`config.mk`:
```
export PLATFORM = sky130hd
export DESIGN_NAME = scan_chain_driver_flat
export DESIGN_NICKNAME = d
export VERILOG_FILES = /design/src/rtl/scan_chain_driver_pkg.sv /design/src/rtl/scan_chain_driver_if.sv /design/src/rtl/scan_chain_driver_shift_reg.sv /design/src/rtl/scan_chain_driver.sv /design/src/flat_wrapper.sv
export SDC_FILE = /design/constraint.sdc
export NUM_CORES = 1
export LEC_CHECK = 0
export BUFFER_PORTS_ARGS = -buffer_cell sky130_fd_sc_hd__buf_2
export CAP_MARGIN = 20
export CORE_MARGIN = 8
export CORE_UTILIZATION = 40
export CTS_BUF_LIST = sky130_fd_sc_hd__clkbuf_8
export DETAILED_ROUTE_END_ITERATION = 16
export GPL_TIMING_DRIVEN = 0
export HOLD_SLACK_MARGIN = 0.05
export PLACE_DENSITY = 0.68
export SLEW_MARGIN = 20
export SYNTH_ARGS = -nofsm -noshare
export SYNTH_HDL_FRONTEND = slang
export SYNTH_SLANG_ARGS = --single-unit
```
`constraint.sdc`:
```
create_clock -name clk -period 1.61 [get_ports clk]
set_input_delay 0.161 -clock clk [delete_from_list [all_inputs] [get_ports clk]]
set_output_delay 0.161 -clock clk [all_outputs]
set_load 0.05 [all_outputs]
```
`src/rtl/scan_chain_driver_pkg.sv`:
```
// Shared definitions for the scan chain driver and the multi-chain BSC array.
// Holds the chain geometry defaults, the driver FSM state encoding and a
// length-validity helper used when a request is accepted.
package scan_chain_driver_pkg;

  localparam int unsigned NUM_CHAINS = 4;
  localparam int unsigned SEL_W      = 2;
  localparam int unsigned MAX_LEN    = 16;
  localparam int unsigned LEN_W      = 5;

  typedef enum logic [2:0] {
    StIdle,
    StCapture,
    StShift,
    StUpdate,
    StDone
  } state_e;

  // A chain access must cover at least one cell and no more than MAX_LEN.
  function automatic logic len_valid(input logic [LEN_W-1:0] len);
    return (len != '0) && (len <= LEN_W'(MAX_LEN));
  endfunction

endpackage

```
`src/rtl/scan_chain_driver_if.sv`:
```
// Request/response bundle between the test controller and the scan chain driver.
//   master : test controller (drives the request, observes status and read data)
//   slave  : scan chain driver
// Signals: start, chain_sel, chain_len, wr_data, do_update, test_mode (request);
//          busy, done, error, rd_data (response).
interface scan_chain_driver_if;
  import scan_chain_driver_pkg::*;

  logic               start;
  logic [SEL_W-1:0]   chain_sel;
  logic [LEN_W-1:0]   chain_len;
  logic [MAX_LEN-1:0] wr_data;
  logic               do_update;
  logic               test_mode;
  logic               busy;
  logic               done;
  logic               error;
  logic [MAX_LEN-1:0] rd_data;

  modport master (
    output start, chain_sel, chain_len, wr_data, do_update, test_mode,
    input  busy, done, error, rd_data
  );

  modport slave (
    input  start, chain_sel, chain_len, wr_data, do_update, test_mode,
    output busy, done, error, rd_data
  );

endinterface

```
`src/rtl/scan_chain_driver_shift_reg.sv`:
```
// Scan shift register: parallel-loads the write word and unloads it LSB first,
// while assembling the returned bits into a parallel read word by bit counter.
// Ports:
//   clk_i, reset_i  : clock, synchronous active-high reset
//   load_i          : load load_data_i into the write register
//   clear_i         : clear read word and bit counter
//   shift_i         : advance one scan cell (unload one bit, capture sin_i)
//   sin_i           : serial bit returning from the chain
//   sout_next_o     : bit that will be presented on the chain input next cycle
//   rd_data_o       : assembled read word, bit 0 first
//   cnt_o           : number of bits shifted since the last clear
module scan_chain_driver_shift_reg
  import scan_chain_driver_pkg::*;
#(
  parameter int unsigned Width = MAX_LEN,
  parameter int unsigned CntW  = LEN_W
) (
  input  logic             clk_i,
  input  logic             reset_i,
  input  logic             load_i,
  input  logic [Width-1:0] load_data_i,
  input  logic             clear_i,
  input  logic             shift_i,
  input  logic             sin_i,
  output logic             sout_next_o,
  output logic [Width-1:0] rd_data_o,
  output logic [CntW-1:0]  cnt_o
);

  localparam int unsigned IdxW = $clog2(Width);

  logic [Width-1:0] wr_q;
  logic [Width-1:0] rd_q;
  logic [CntW-1:0]  cnt_q;

  // While shifting, bit 1 moves into position 0 on this edge.
  assign sout_next_o = shift_i ? wr_q[1] : wr_q[0];
  assign rd_data_o   = rd_q;
  assign cnt_o       = cnt_q;

  always_ff @(posedge clk_i) begin
    if (reset_i) begin
      wr_q  <= '0;
      rd_q  <= '0;
      cnt_q <= '0;
    end else begin
      if (load_i) begin
        wr_q <= load_data_i;
      end else if (shift_i) begin
        wr_q <= wr_q >> 1;
      end
      if (clear_i) begin
        rd_q  <= '0;
        cnt_q <= '0;
      end else if (shift_i) begin
        rd_q[cnt_q[IdxW-1:0]] <= sin_i;
        cnt_q                 <= cnt_q + CntW'(1);
      end
    end
  end

endmodule

```
`src/rtl/scan_chain_driver.sv`:
```
// Boundary-scan chain initiator. Accepts one chain-access request, runs a
// capture-shift-update sequence on the selected chain and returns the bits
// shifted out.
// Ports:
//   clk, reset   : clock, synchronous active-high reset
//   req          : controller request/response bundle (slave side)
//   mux_select   : chain select to the chain array
//   capture_en   : capture enable
//   shift_dr     : shift enable
//   update_en    : update enable
//   mode         : test-mode select
//   scan_out     : serial data into the selected chain
//   scan_in      : serial data from the selected chain
module scan_chain_driver
  import scan_chain_driver_pkg::*;
(
  input  logic                 clk,
  input  logic                 reset,
  scan_chain_driver_if.slave   req,
  output logic [SEL_W-1:0]     mux_select,
  output logic                 capture_en,
  output logic                 shift_dr,
  output logic                 update_en,
  output logic                 mode,
  output logic                 scan_out,
  input  logic                 scan_in
);

  state_e state_q, state_d;

  logic [SEL_W-1:0] sel_q;
  logic [LEN_W-1:0] len_q;
  logic             upd_q;
  logic             mode_q;

  logic busy_q, busy_d;
  logic done_q, done_d;
  logic error_q, error_d;
  logic capture_q, capture_d;
  logic shift_q, shift_d;
  logic update_q, update_d;
  logic scan_out_q, scan_out_d;

  logic             len_ok;
  logic             accept;
  logic             last_bit;
  logic             sr_clear;
  logic             sr_shift;
  logic             sout_next;
  logic [LEN_W-1:0] bit_cnt;

  assign len_ok   = len_valid(req.chain_len);
  assign accept   = (state_q == StIdle) && req.start && len_ok;
  assign last_bit = (bit_cnt == len_q - LEN_W'(1));
  assign sr_clear = (state_q == StCapture);
  assign sr_shift = (state_q == StShift);

  scan_chain_driver_shift_reg #(
    .Width (MAX_LEN),
    .CntW  (LEN_W)
  ) u_shift_reg (
    .clk_i       (clk),
    .reset_i     (reset),
    .load_i      (accept),
    .load_data_i (req.wr_data),
    .clear_i     (sr_clear),
    .shift_i     (sr_shift),
    .sin_i       (scan_in),
    .sout_next_o (sout_next),
    .rd_data_o   (req.rd_data),
    .cnt_o       (bit_cnt)
  );

  // Outputs are registered from the next state so each pulse lines up with
  // the cycle its state occupies.
  always_comb begin
    state_d = state_q;
    unique case (state_q)
      StIdle:    if (req.start) state_d = len_ok ? StCapture : StDone;
      StCapture: state_d = StShift;
      StShift:   if (last_bit) state_d = upd_q ? StUpdate : StDone;
      StUpdate:  state_d = StDone;
      StDone:    state_d = StIdle;
      default:   state_d = StIdle;
    endcase

    busy_d     = (state_d != StIdle);
    done_d     = (state_d == StDone);
    // Only a rejected request goes straight from idle to done.
    error_d    = (state_q == StIdle) && req.start && !len_ok;
    capture_d  = (state_d == StCapture);
    shift_d    = (state_d == StShift);
    update_d   = (state_d == StUpdate);
    scan_out_d = (state_d == StShift) && sout_next;
  end

  always_ff @(posedge clk) begin
    if (reset) begin
      state_q    <= StIdle;
      sel_q      <= '0;
      len_q      <= '0;
      upd_q      <= 1'b0;
      mode_q     <= 1'b0;
      busy_q     <= 1'b0;
      done_q     <= 1'b0;
      error_q    <= 1'b0;
      capture_q  <= 1'b0;
      shift_q    <= 1'b0;
      update_q   <= 1'b0;
      scan_out_q <= 1'b0;
    end else begin
      state_q    <= state_d;
      busy_q     <= busy_d;
      done_q     <= done_d;
      error_q    <= error_d;
      capture_q  <= capture_d;
      shift_q    <= shift_d;
      update_q   <= update_d;
      scan_out_q <= scan_out_d;
      // Select and mode only follow accepted requests; rejected ones leave
      // the chain array untouched.
      if (accept) begin
        sel_q  <= req.chain_sel;
        len_q  <= req.chain_len;
        upd_q  <= req.do_update;
        mode_q <= req.test_mode;
      end
    end
  end

  assign req.busy   = busy_q;
  assign req.done   = done_q;
  assign req.error  = error_q;
  assign mux_select = sel_q;
  assign mode       = mode_q;
  assign capture_en = capture_q;
  assign shift_dr   = shift_q;
  assign update_en  = update_q;
  assign scan_out   = scan_out_q;

endmodule

```
`src/flat_wrapper.sv`:
```
// flat-port wrapper written by rule: the top's interface ports become plain ports
module scan_chain_driver_flat import scan_chain_driver_pkg::*;
  (clk, reset, mux_select, capture_en, shift_dr, update_en, mode, scan_out, scan_in, req_start, req_chain_sel, req_chain_len, req_wr_data, req_do_update, req_test_mode, req_busy, req_done, req_error, req_rd_data);
  scan_chain_driver_if req_i ();
  input  logic clk;
  input  logic reset;
  output logic [SEL_W-1:0] mux_select;
  output logic capture_en;
  output logic shift_dr;
  output logic update_en;
  output logic mode;
  output logic scan_out;
  input  logic scan_in;
  input wire logic [$bits(req_i.start)-1:0] req_start;
  input wire logic [$bits(req_i.chain_sel)-1:0] req_chain_sel;
  input wire logic [$bits(req_i.chain_len)-1:0] req_chain_len;
  input wire logic [$bits(req_i.wr_data)-1:0] req_wr_data;
  input wire logic [$bits(req_i.do_update)-1:0] req_do_update;
  input wire logic [$bits(req_i.test_mode)-1:0] req_test_mode;
  output wire logic [$bits(req_i.busy)-1:0] req_busy;
  output wire logic [$bits(req_i.done)-1:0] req_done;
  output wire logic [$bits(req_i.error)-1:0] req_error;
  output wire logic [$bits(req_i.rd_data)-1:0] req_rd_data;
  assign req_i.start = req_start;
  assign req_i.chain_sel = req_chain_sel;
  assign req_i.chain_len = req_chain_len;
  assign req_i.wr_data = req_wr_data;
  assign req_i.do_update = req_do_update;
  assign req_i.test_mode = req_test_mode;
  assign req_busy = req_i.busy;
  assign req_done = req_i.done;
  assign req_error = req_i.error;
  assign req_rd_data = req_i.rd_data;
  scan_chain_driver u_core (.clk(clk), .reset(reset), .req(req_i), .mux_select(mux_select), .capture_en(capture_en), .shift_dr(shift_dr), .update_en(update_en), .mode(mode), .scan_out(scan_out), .scan_in(scan_in));
endmodule
```
---- Yosys cells after proc, flatten, opt, wreduce, memory -nomap -nowiden ----
Cells that the tools add are included.
word-level totals
  bits of input ports ..................... 29
  output and inout bits ................... 26
  register bits ........................... 56
cells by class
  magnitude comparators ................... 3
  reduce and logical (&&, ||, !) cells .... 12
  eq/ne operators ......................... 8
  multiplexer cells ....................... 11
  $add $sub $neg .......................... 2
operators with widths
  operator                                                     number
  two-way mux 16 bit                                           2
  bitwise mux 16 bit                                           1
  == test 3 x 2 -> 1 bit (second input constant)               4
  two-way mux 3 bit                                            4
  one-hot mux 3 bit (4 select lines)                           1
  == test 3 x 1 -> 1 bit (second input constant)               2
  logical AND 1 bit                                            6
  adder 5 x 1 -> 5 bit (second input constant)                 1
  == test 5 bit                                                1
  less-or-equal comparator 5 bit (second input constant)       1
  less-than comparator 4 x 5 -> 1 bit (second input constant)  1
  nonzero test 5 bit                                           1
  subtractor 5 x 1 -> 5 bit (second input constant)            1
  demux 1 bit (select 4 bit)                                   1
  >= comparator 4 x 1 -> 1 bit (second input constant)         1
  == test 3 bit (second input constant)                        1
  logical NOT 3 bit                                            1
  nonzero test 3 bit                                           1
  two-way mux 1 bit                                            2
  nonzero test 2 bit                                           1
  OR reduction 2 bit                                           1
  logical NOT 1 bit                                            1

---- Logic depth before layout (Yosys ltp) ----
  word-level depth ........................ 7
  mapped depth ............................ 7
  depth with buffers taken out ............ 7

---- Modules after synthesis ----
Synthesis repeated with hierarchy kept, for this count alone.
unflattened totals
  cells, all modules ...................... 255
  area, all modules ....................... 2735.1 µm²
modules (own cells, without submodules)
  module                       times used  area an instance (µm²)  cells an instance
  scan_chain_driver_shift_reg  1           1891.8                  174
  scan_chain_driver            1           843.3                   81

---- Worst setup path after synthesis ----
Ideal clock, no wire load.
  path type ............................... register -> register
  start ................................... reg u_core.len_q[0]
  end ..................................... reg u_core.busy_q, in the netlist u_core.req.busy
  setup slack ............................. -0.157 ns
  period minus slack after synthesis ...... 1.767 ns
  data required time ...................... 1.474 ns
  stages on the path, launching flop included .. 8
  arrival ................................. 1.632 ns
  cell sequence ........................... dfxtp_1 > inv_1 > ha_1 > xnor2_1 > a211oi_1 > o311ai_2 > a31oi_1 > o21ai_0
between the ends
  word-level cells in the longest chain between the ends .. 5
RTL lines
  element                             line                      text
  from (decl)                         scan_chain_driver.sv:32   logic [LEN_W-1:0] len_q;
  from (signal assigned)              scan_chain_driver.sv:124  len_q <= req.chain_len;
  subtractor 5 x 1 -> 5 bit           scan_chain_driver.sv:54   assign last_bit = (bit_cnt == len_q - LEN_W'(1));
  == test 5 bit                       scan_chain_driver.sv:54
  two-way mux 3 bit                   scan_chain_driver.sv:81   StShift: if (last_bit) state_d = upd_q ? StUpdate : StDone;
  one-hot mux 3 bit (4 select lines)  scan_chain_driver.sv:78   unique case (state_q)
  nonzero test 3 bit                  scan_chain_driver.sv:87   busy_d = (state_d != StIdle);
  to (signal assigned)                scan_chain_driver.sv:113  busy_q <= busy_d;
  to (decl)                           scan_chain_driver.sv:36   logic busy_q, busy_d;
Every way passes these cells.
A chain may end at the register's enable or synchronous reset.

---- Worst setup path in the final report ----
  start ................................... reg u_core.len_q[0]
  end ..................................... reg u_core.scan_out_q, in the netlist u_core.scan_out
between the ends
  word-level cells in the longest chain between the ends .. 6
RTL lines
  element                             line                      text
  subtractor 5 x 1 -> 5 bit           scan_chain_driver.sv:54
  == test 5 bit                       scan_chain_driver.sv:54
  two-way mux 3 bit                   scan_chain_driver.sv:81
  one-hot mux 3 bit (4 select lines)  scan_chain_driver.sv:78
  == test 3 x 2 -> 1 bit              scan_chain_driver.sv:94   scan_out_d = (state_d == StShift) && sout_next;
  logical AND 1 bit                   scan_chain_driver.sv:94
  to (signal assigned)                scan_chain_driver.sv:119  scan_out_q <= scan_out_d;
  to (decl)                           scan_chain_driver.sv:42   logic scan_out_q, scan_out_d;
Every way passes these cells.

==> results.cfg <==
[run_status]
status = complete, but fails checks
violations = setup timing

[grt]
grt_max_degree = 16
antenna_found_initial = 0
overflow = 0
first_global_vias = 2124
grt.total_usage_pct = 13.5
grt_pass1_wl_mm = 9.75

[yosys]
syn_area_mm2 = 0.00248
ys_async_sr_fraction_pct = 0
synthTopCellsByArea = dfxtp_1 45%, mux2i_1 6.5%, a21oi_1 5.4%
yosysTopAreaCellShare_pct = 45.2
synth_top_family_by_area = simple AND/OR/NAND/NOR gates
post_synth_num_cell_types = 37
synth-compound-area-share_pct = 18.4
postSynthCellCount = 275
ys_seq_elements = 56
yosysSeqAreaShare_pct = 45.2
yosysMostFrequentCell = dfxtp_1
synth_ff_type = dfxtp_1
synth_xor_area_share_pct = 4.19
synth_top_cell_by_area = dfxtp_1
syn-num-nets = 309
yosysWarnings = 0
syn_avg_cell_area_um2 = 9.02
synth.top_cells.by_count = 56 x dfxtp_1, 31 x nor2_1, 27 x a21oi_1
synthAdderAreaFrac_pct = 2.52
synthSimpleGateAreaFrac_pct = 18.5
synth_mux_area_share_pct = 6.46
synth_edf_count = 0

[route]
wire_per_inst_um = 14.3
dr.pass1.iters = 4
wl_met3_um = 364
vias = 2131
first_iter_violations = 96
routed_wl_mm = 5.93
drc = 0
drt-met1-wl_mm = 2.68
highest_layer = met4
final_antenna_net_count = 0
wl_met2_mm = 2.81
via_per_inst = 5.16

[clock_network]
clk_transition_reported_paths_ps = 90
cts_max_level = 2
root_buffer = clkbuf_8
numCtsBuffers = 5
tritoncts = yes
ctsLongestPathBuffers = 2
clkSinkCount = 56
clk_latency_ps = 310

[floorplanning]
die_w_um = 94.7
die-area_mm2 = 0.00898
io_pins = 55
core_mm2 = 0.00596
die_h_um = 94.7
start_util_pct = 41.6
rows = 28

[run]
max-cap-violations = 0

[critical_path]
crit_fanout = 5
crit_arrival_ps = 1900
end_kind = flop
worstPathRequired_ps = 1850
crit_type = flop to flop
start_kind = flop

[hold_path]
hold_class = input pin to flop

[final_layout]
fin_area_mm2 = 0.00301
nFillCells = 598
final_net_count = 372
utilization_pct = 50.6
syn_to_final_growth_pct = 21.5
antenna_cells = 0
layout-drive-gt1-share_pct = 30.5
stdcell_count = 413

[timing]
period_minus_slack_ps = 1670
worst-slew-pin-transition_ps = 461
slew_headroom_pct = 69.2
slew_violations = 0
fin_crit_sh_pct = 104
fin_skew_ps = 5.09
clock.fmax_mhz = 600
hold_slack_ps = 83.1
fin_ws_ps = -56.9
finalSetupViolations = 8
rsz0062_at_grt = true
hold_viol = 0

[power]
seq_power_share_pct = 56.3
clockPowerShare_pct = 28.1
internal_power_mw = 1.88
swShare_pct = 28.1
p_sw_uw = 738
power_per_cell_area_mw_per_mm2 = 870
p_comb_share_pct = 15.6
leakagePower_nw = 1.28
peakVddDrop_mv = 0.476

[place]
place_inst = 404
dp_hpwl_mm = 4.32
port_buffers = 54
postPlaceCellArea_mm2 = 0.00285
place_congestion = 0.777
worst paths after layout:
kind / cells after the start / startpoint / endpoint / slack [ps]
setup / recovery: 7 / u_core.len_q[0] / u_core.scan_out / -60
hold / removal: 3 / req_test_mode / u_core.mode / 80
setup reg to reg: 7 / u_core.len_q[0] / u_core.scan_out / -60
hold reg to reg: 2 / u_core.mux_select[0] / u_core.mux_select[0] / 460
power groups by stage:
stage / clock, mW / combinational [mW] / sequential, mW
global route: 0.820 / 0.444 / 1.49
floorplan: 0 / 0.218 / 1.55
CTS: 0.759 / 0.402 / 1.48
detailed placement: 0 / 0.379 / 1.51
finish: 0.737 / 0.408 / 1.48
global placement: 0 / 0.376 / 1.51
kinds of logic (layout without fill, tap and decap cells):
group           after synthesis  after routing
compound gates               68             68
xor+xnor                     11             11
fa+ha+maj                     5              5
buf+inv                      24             87
flops                        56             56
mux                          16             16
simple gates                 95             95
metrics by stage:
step / setup slack (ps) / TNS [ps] / total power [mW]
6_report: -56.9 / -338 / 2.62
3_3_place_gp: -243 / -1730 / 1.88
4_1_cts: -73.6 / -358 / 2.64
5_1_grt: -171 / -2160 / 2.75
2_1_floorplan: -44.9 / -77.3 / 1.77
3_5_place_dp: -234 / -1870 / 1.89
sequential cells by signal, summed over array words and instances, names as in the netlist, 2 cells and up:
signal                        cells
u_core.mux_select                 2
u_core.len_q                      5
u_core.u_shift_reg.wr_q          16
u_core.u_shift_reg.rd_data_o     16
u_core.state_q                    3
u_core.u_shift_reg.cnt_o          5
final cells by class:
cell class,count,area [um2],area share [%]
multi-input combinational,195,1310,43.4
tap,75,93.8,3.11
clock buffer,5,68.8,2.28
timing repair buffer,56,285,9.47
inverter,5,18.8,0.623
clock inverter,2,8.76,0.291
buffer,19,104,3.45
sequential,56,1120,37.3
worst max-delay path: stages, from the launching register on:
cell and delay, ps:
dfxtp_2 340, inv_2 60, ha_4 140, nand2b_1 110
a21boi_1 100, o311ai_4 470, nor2_1 160, a211oi_2 210
per-layer routing:
metal  GRT usage [%]  vias up
li1                -     1074
met1            16.4     1001
met2            22.5       50
met3            3.89        6
met4            4.29        0
met5               0        -
repair_timing:
item / CTS / global route
hold buffers: 0 / 0
pin swaps: 8 / 2
resized for setup: 11 / 6
setup endpoints to repair: 18 / 34
setup buffers: 2 / 0
hold endpoints to repair: 0 / 0
cell usage in the layout (no fill, tap or decap), types with 2 or more instances in the layout:
cell type  count
a211oi_2       2
a21oi_1       27
a22oi_1        4
a22oi_2        9
a31oi_1        2
buf_2         61
buf_4          3
buf_6          2
clkbuf_1       7
clkbuf_8       5
dfxtp_1       53
dfxtp_2        3
ha_1           4
inv_1          4
inv_2          2
mux2i_1       16
nand2_1       26
nand2b_1       4
nand3_1       13
nand3b_1       3
nand4_1        4
nor2_1        30
nor2b_1        3
o21ai_0       14
o21ai_1        2
or2_2          2
xnor2_1        4
xnor2_2        2
xor2_1         5
Power figures use the tool's default switching activity.
